==> src/rtl/alu_seq_pkg.sv <==
// alu_seq_pkg: opcode and state encodings plus instruction-word field positions.
// Latency: n/a (types and constants only).
// Backpressure: n/a.
package alu_seq_pkg;

  typedef enum logic [3:0] {
    OP_MOVF = 4'h0,
    OP_AND  = 4'h1,
    OP_ADD  = 4'h2,
    OP_SUB  = 4'h3,
    OP_IOR  = 4'h4,
    OP_INC  = 4'h5,
    OP_DEC  = 4'h6,
    OP_XOR  = 4'h7,
    OP_NOP  = 4'h8,
    OP_COM  = 4'h9,
    OP_RLF  = 4'hA,
    OP_RRF  = 4'hB,
    OP_BCF  = 4'hC,
    OP_BSF  = 4'hD,
    OP_SWAP = 4'hE,
    OP_ILL  = 4'hF
  } op_e;

  typedef enum logic [1:0] {
    S_IDLE = 2'd0,
    S_READ = 2'd1,
    S_EXEC = 2'd2,
    S_WB   = 2'd3
  } state_e;

  // instr_word field positions
  localparam int OP_MSB   = 15;
  localparam int OP_LSB   = 12;
  localparam int BIT_MSB  = 11;
  localparam int BIT_LSB  = 9;
  localparam int D_POS    = 8;
  localparam int ADDR_MSB = 7;
  localparam int ADDR_LSB = 0;

endpackage

==> src/rtl/alu_seq_decode.sv <==
// alu_seq_decode: classifies an opcode (operand read needed, carry update, nop, illegal).
// Latency: purely combinational.
// Backpressure: none.
module alu_seq_decode
  import alu_seq_pkg::*;
(
  input  logic [3:0] op,
  output logic       needs_read,
  output logic       updates_carry,
  output logic       is_nop,
  output logic       illegal
);

  // nop and illegal skip the operand read and never touch W, flags or the register file
  always_comb begin
    is_nop        = (op == OP_NOP);
    illegal       = (op == OP_ILL);
    needs_read    = !((op == OP_NOP) || (op == OP_ILL));
    updates_carry = 1'b0;
    case (op)
      OP_ADD, OP_SUB, OP_INC, OP_DEC: updates_carry = 1'b1;
      default:                        updates_carry = 1'b0;
    endcase
  end

endmodule

==> src/rtl/alu_sequencer.sv <==
// alu_sequencer: IDLE/READ/EXEC/WB sequencer driving an external 8-bit ALU and register file.
// Latency: accept at cycle 0, done at cycle 3 (nop/illegal at cycle 1).
// Backpressure: instr_ready only in IDLE, plus WB when ALU_SEQ_OVERLAP_EN is defined.
module alu_sequencer
  import alu_seq_pkg::*;
(
  input  logic        clk,
  input  logic        reset,
  input  logic        instr_valid,
  output logic        instr_ready,
  input  logic [15:0] instr_word,
  output logic [7:0]  rf_addr,
  output logic        rf_re,
  input  logic [7:0]  rf_rdata,
  output logic        rf_we,
  output logic [7:0]  rf_wdata,
  output logic [3:0]  alu_op,
  output logic [2:0]  alu_bit,
  output logic [7:0]  alu_a,
  output logic [7:0]  alu_b,
  input  logic [7:0]  alu_result,
  input  logic        alu_carry,
  output logic [7:0]  w_out,
  output logic        flag_z,
  output logic        flag_c,
  output logic        busy,
  output logic        done,
  output logic        err
);

  state_e      state;
  logic [3:0]  op_q;
  logic [2:0]  bit_q;
  logic        d_q;
  logic [7:0]  addr_q;
  logic        rd_q;
  logic        upd_c_q;
  logic [7:0]  opnd_q;
  logic [7:0]  res_q;
  logic        carry_q;

  logic        dec_needs_read;
  logic        dec_updates_carry;
  logic        dec_is_nop;
  logic        dec_illegal;
  logic        accept;

  // decode the incoming word so the accept cycle can pick READ or WB directly
  alu_seq_decode u_decode (
    .op            (instr_word[OP_MSB:OP_LSB]),
    .needs_read    (dec_needs_read),
    .updates_carry (dec_updates_carry),
    .is_nop        (dec_is_nop),
    .illegal       (dec_illegal)
  );

`ifdef ALU_SEQ_OVERLAP_EN
  // WB only consumes already-captured result/address, so the next word can be latched there
  assign instr_ready = (state == S_IDLE) || (state == S_WB);
`else
  assign instr_ready = (state == S_IDLE);
`endif

  assign accept   = instr_valid && instr_ready;
  assign busy     = (state != S_IDLE);
  assign rf_addr  = addr_q;
  assign rf_wdata = res_q;
  assign alu_a    = w_out;
  assign alu_op   = (state == S_IDLE) ? 4'(OP_NOP) : op_q;
  assign alu_bit  = bit_q;
  // read data only arrives during EXEC, so the ALU sees it directly then and the held copy afterwards
  assign alu_b    = (state == S_EXEC) ? rf_rdata : opnd_q;

  // sequencer FSM with registered strobes; an accept overrides the WB->IDLE return
  always_ff @(posedge clk or negedge reset) begin
    if (!reset) begin
      state   <= S_IDLE;
      op_q    <= 4'(OP_NOP);
      bit_q   <= 3'd0;
      d_q     <= 1'b0;
      addr_q  <= 8'h00;
      rd_q    <= 1'b0;
      upd_c_q <= 1'b0;
      opnd_q  <= 8'h00;
      res_q   <= 8'h00;
      carry_q <= 1'b0;
      w_out   <= 8'h00;
      flag_z  <= 1'b0;
      flag_c  <= 1'b0;
      rf_re   <= 1'b0;
      rf_we   <= 1'b0;
      done    <= 1'b0;
      err     <= 1'b0;
    end else begin
      rf_re <= 1'b0;
      rf_we <= 1'b0;
      done  <= 1'b0;
      err   <= 1'b0;
      case (state)
        S_IDLE: state <= S_IDLE;
        S_READ: state <= S_EXEC;
        S_EXEC: begin
          opnd_q  <= rf_rdata;
          res_q   <= alu_result;
          carry_q <= alu_carry;
          rf_we   <= d_q;
          done    <= 1'b1;
          state   <= S_WB;
        end
        S_WB: begin
          if (rd_q) begin
            if (!d_q) begin
              w_out <= res_q;
            end
            flag_z <= (res_q == 8'h00);
            if (upd_c_q) begin
              flag_c <= carry_q;
            end
          end
          state <= S_IDLE;
        end
        default: state <= S_IDLE;
      endcase

      if (accept) begin
        op_q    <= instr_word[OP_MSB:OP_LSB];
        bit_q   <= instr_word[BIT_MSB:BIT_LSB];
        d_q     <= instr_word[D_POS];
        addr_q  <= instr_word[ADDR_MSB:ADDR_LSB];
        rd_q    <= dec_needs_read;
        upd_c_q <= dec_updates_carry;
        if (dec_is_nop || dec_illegal) begin
          state <= S_WB;
          done  <= 1'b1;
          err   <= dec_illegal;
        end else begin
          state <= S_READ;
          rf_re <= 1'b1;
        end
      end
    end
  end

endmodule

==> config.mk <==
export PLATFORM = sky130hd
export DESIGN_NAME = alu_sequencer
export DESIGN_NICKNAME = d
export VERILOG_FILES = /design/src/rtl/alu_seq_pkg.sv /design/src/rtl/alu_seq_decode.sv /design/src/rtl/alu_sequencer.sv
export SDC_FILE = /design/constraint.sdc
export NUM_CORES = 1
export LEC_CHECK = 0
export ABC_AREA = 1
export CAP_MARGIN = 10
export CORE_ASPECT_RATIO = 0.9
export CORE_MARGIN = 2
export CORE_UTILIZATION = 39
export CTS_CLUSTER_DIAMETER = 120
export CTS_CLUSTER_SIZE = 16
export DETAILED_ROUTE_END_ITERATION = 10
export GPL_TIMING_DRIVEN = 0
export PLACE_DENSITY = 0.76
export SLEW_MARGIN = 20
export SYNTH_ARGS = -nofsm -noshare
export SYNTH_HDL_FRONTEND = slang
export SYNTH_HIERARCHICAL = 1
export SYNTH_SLANG_ARGS = --single-unit
==> constraint.sdc <==
create_clock -name clk -period 1.2 [get_ports clk]
set_clock_uncertainty 0.05 [all_clocks]
set_input_delay 0.24 -clock clk [delete_from_list [all_inputs] [get_ports clk]]
set_output_delay 0.24 -clock clk [all_outputs]
set_load 0.02 [all_outputs]
Word level (Yosys, flattened, before mapping)
Index checks and enable logic that the tools add are counted.
- add/subtract/negate cells: 0
- multiply operators: 0
- divide/modulo/power cells: 0
- magnitude comparators: 0
- eq/ne operators: 9
- shift-type cells: 0
- multiplexer cells: 14
- bitwise operators: 1
- reductions and logical operators: 11
- operators with widths (kind ; number):
    2-to-1 mux 1 bit ; 9
    == test 4 x 2 -> 1 bit, second input constant ; 2
    == test 4 x 3 -> 1 bit, second input constant ; 2
    == test 4 bit, second input constant ; 2
    logical NOT 8 bit ; 1
    2-to-1 mux 8 bit ; 1
    one-hot mux 2 bit (3 select lines) ; 1
    AND reduction 3 bit ; 2
    == test 2 bit, second input constant ; 2
    2-to-1 mux 2 bit ; 2
    2-to-1 mux 4 bit ; 1
    OR reduction 4 bit ; 1
    == test 2 x 1 -> 1 bit, second input constant ; 1
    logical NOT 2 bit ; 1
    AND reduction 2 bit ; 1
    nonzero test 2 bit ; 1
    OR reduction 2 bit ; 1
    logical AND 1 bit ; 1
    logical NOT 1 bit ; 1
    logical OR 1 bit ; 1
    NOT 1 bit ; 1
- flip-flop bits (word level): 51
- bits in latches: 0
- memory bits (writable): 0
- ROM bits: 0
- input bits: 36
- output and inout port bits: 55
- logic and storage cells: 52
- memories kept: 0

Longest topological paths before layout
- depth after elaboration: 4
- mapped depth: 7
- gate-level depth less buffers: 6

Cells and area by module
Netlist, hierarchy kept.
- by module, submodules not included (module ; times used ; cells each ; area an instance (sq um) ; seq. area each (sq um)):
    alu_sequencer ; 1 ; 231 ; 2189.6 ; 1277.5
    alu_seq_decode ; 1 ; 15 ; 61.3 ; 0.0

Worst setup path after synthesis
Ideal clock, no wire load.
- path type: flip-flop to output port
- start point: register state[1]
- end point: output port alu_op[3]
- arrival time: 1.116 ns
- required time: 0.910 ns
- slack: -0.206 ns
- cell stages (with the launch flop): 4
- path buffers: 0
- path through: dfrtp_1 > inv_1 > ha_1 > or2_2
- cells in the longest elaborated chain, start to end: 2
- ends and longest elaborated chain (element ; RTL line ; text):
    start, declared ; alu_sequencer.sv:31 ; state_e state;
    start signal, assigned ; alu_sequencer.sv:77 ; state <= S_IDLE;
    start signal, assigned ; alu_sequencer.sv:100 ; S_IDLE: state <= S_IDLE;
    start signal, assigned ; alu_sequencer.sv:101 ; S_READ: state <= S_EXEC;
    logical NOT 2 bit ; -- ;
    named net instr_ready ; alu_sequencer.sv:10 ; output logic instr_ready,
    2-to-1 mux 4 bit ; alu_sequencer.sv:69 ; assign alu_op = (state == S_IDLE) ? 4'(OP_NOP) : op_q;
    end, declared ; alu_sequencer.sv:17 ; output logic [3:0] alu_op,
The timed path passes the listed nets, and every way through them passes these cells.

Worst setup path after layout
- start point: register state[1]
- end point: output port alu_b[0]
- cells in the longest elaborated chain, start to end: 2
- ends and longest elaborated chain (element ; RTL line ; text):
    == test 2 bit ; alu_sequencer.sv:72 ; assign alu_b = (state == S_EXEC) ? rf_rdata : opnd_q;
    2-to-1 mux 8 bit ; -- ;
    end, declared ; alu_sequencer.sv:20 ; output logic [7:0] alu_b,
No other way between the ends.

==> results.yml <==
cells_and_area:
  num-nets-final: 436
  final_common_cell: "dfrtp_1"
  area_delta_synth_final_pct: 85.83
  fin_util_pct: 74.32
  drive_gt1_share_pct: 56.82
  fillCellCount: 376
  fin_cells: 466
  finalInstanceArea_um2: 4183
  layout_common_cells: "dfrtp_1, buf_6, nand2_1"
  n_antenna_cell: 0
floorplanning:
  num_rows: 26
  floorplan.initialDensity_pct: 40.00
  num_io_pins: 91
  die_area_um2: 6396
  core_area_um2: 5628
  die_h_um: 76.07
  die_w_um: 84.08
synthesis:
  synth_top_area_cell: "dfrtp_1"
  ys_seq_elements: 51
  syn_avg_cell_area_um2: 9.150
  ys_warn_count: 6
  ys_top_cells_by_area: "dfrtp_1, nand2_1, inv_1"
  syn_nets: 287
  synth_cells: 246
  synth_area_um2: 2251
  synth_top_area_share_pct: 55.59
  synth_cell_type_count: 20
  seq_area_frac_synth_pct: 56.75
power_and_ir_drop:
  p_switching_w: 0.004993
  ir_worst_vdd_uv: 1505
  pwr-share-clk_pct: 9.2
  p_leak_nw: 2.119
  combPwrFrac_pct: 65.5
  finalPower_w: 0.01190
  p_per_area_nw_per_um2: 2844
  sw_frac_of_total_pct: 41.97
  seqPwrFrac_pct: 25.3
  p_int_w: 0.006904
routing:
  drt_pass1_iterations: 4
  vias: 2215
  wl_per_cell_um: 15.12
  drt_wl_total_um: 7044
  vias_per_cell: 4.753
  route.detailed.drc: 0
  drt-initial-drc-count: 84
  drtAntennaViolNets: 0
clocking:
  clockBufferDepth: 2
  cts_buffers: 5
  insertion_delay_ns: 0.31
  root_buffer: "clkbuf_8"
  clk_pin_slew_ns: 0.09
  cts_num_sinks: 51
  htreeDepth: 2
  cts_tree: "built"
place:
  port_buffers: 89
  place_hpwl_um: 3682
  gp_congestion: 0.7328
  place_inst: 405
  placed_area_um2: 3278
timing:
  relSlewSlack_pct: 56.89
  timing_hold_violations_final: 0
  rsz0062_at_grt: "true"
  max_freq_ghz: 0.5943
  setup_violations: 71
  tightest_slew_ns: 0.6467
  postLayoutSetupSlackWorst_ns: -0.4827
  finalCritPeriodShare_pct: 140.2
  drv_slew: 0
  min_period_ns: 1.683
  hold_ws_ns: 0.1831
critical_path:
  start_kind: "register"
  worstSetupStartpoint: "state[1]"
  worst-r2r-setup-slack_ns: -0.39
  cp-end-kind: "primary output"
  cp.arrival_ns: 1.39
  critPathMaxFanout: 6
  reg2reg_from: "state[0]"
  cp.required_ns: 0.91
  path_class: "register to primary output"
status:
  status: "finished, violations left"
  violations: "negative setup slack"
global_route:
  grtUsageMet3_pct: 5.742
  top_usage_layer: "met2"
  grt_use_met1_pct: 25.37
  grt_pass1_wl_um: 10530
  track_usage_pct: 20.58
  antenna_found_initial: 0
  met2_usage_pct: 35.00
  gr-total-overflow: 0
  grt_pass1_vias: 2135
  grt_start_max_net_pins: 52
worst_hold_path:
  worstHoldStart: "instr_valid"
  hold_path_class: "input port to register"
job:
  maxCapViolCount: 0
sequential cells by signal, summed over array words and instances, names as in the netlist, 2 cells and up:
register and cells:
op_q 4, alu_bit 3, rf_wdata 8, alu_a 8, rf_addr 8, opnd_q 8, state 2
what timing repair did:
item                                   CTS  global route
buffers inserted                        36            24
endpoints found under the hold margin   50             0
hold buffers                             1             0
cloned                                   6             1
pin swaps                               12            11
gates resized for setup                347            66
setup endpoints to repair               96            74
area by class of cell:
class                   instances  area [µm²]  area share, %
clock buffers                   7       96.34          2.303
plain buffers                   9       126.4          3.021
flip-flops and latches         51        1279          30.57
clock inverters                 1       7.507         0.1795
inverters                      25       108.9          2.602
repair inverters                1       11.26         0.2692
multi-input cells             153        1065          25.46
repair buffers                149        1401          33.50
well taps                      70       87.58          2.094
worst max-delay path, stage by stage, from the launching register on:
cell and delay [ns]:
dfrtp_2 0.46, ha_4 0.19, buf_12 0.14, inv_8 0.07, nand2_2 0.05, nand2_2 0.07, buf_6 0.11
synth_stat cells:
| master | number |
|---|---|
| buf_2 | 3 |
| nand2_1 | 82 |
| o21ai_2 | 8 |
| buf_6 | 4 |
| dfrtp_1 | 50 |
| buf_4 | 11 |
| o21bai_1 | 1 |
| dfstp_2 | 1 |
| nand2_4 | 2 |
| nand3_1 | 17 |
| nor2_1 | 17 |
| a21oi_1 | 2 |
| nand2_2 | 2 |
| inv_2 | 2 |
| o21ai_0 | 10 |
| ha_1 | 5 |
| nor2_2 | 1 |
| a21oi_2 | 3 |
| or2_2 | 2 |
| inv_1 | 23 |
kinds of logic (layout without fill, tap and decap cells):
logic type | after synthesis | in the layout | share of synthesized area, %
DFF | 51 | 51 | 56.75
AOI/OAI and AO/OA | 24 | 24 | 7.282
and+or+nand+nor | 123 | 124 | 22.68
adders and majority gates | 5 | 5 | 2.779
buffers and inverters | 43 | 192 | 10.51
power groups by stage:
stage	registers, W	clock network [W]	logic, W
floorplan	0.00347	0	0.00250
global placement	0.00293	0	0.00526
detailed placement	0.00295	0	0.00536
CTS	0.00295	0.00111	0.00680
global route	0.00309	0.00118	0.00829
finish	0.00301	0.00109	0.00780
per-stage QoR:
stage,setup TNS [ns],setup WS [ns]
after floorplan,-0.6821,-0.07542
after global placement,-97.10,-1.651
after detailed placement,-15.34,-0.6761
after CTS,-14.84,-0.4946
after global routing,-17.58,-0.5356
final,-15.04,-0.4827
layer usage:
layer  up-vias  wire [µm]
li1       1052          -
met1      1062       2713
met2        83       3639
met3        18        494
met4         0        197
met5         -          0
path summary, 6_finish.rpt:
| kind | endpoint | depth (start not counted) |
|---|---|---|
| setup / recovery | alu_b[0] | 6 |
| setup reg to reg | opnd_q[7] | 10 |
| max in group asynchronous | state[1] | 2 |
| hold reg to reg | rf_we | 2 |
| hold / removal | rf_addr[5] | 3 |
| min in group asynchronous | rf_we | 2 |
Power figures use the tool's default switching activity.
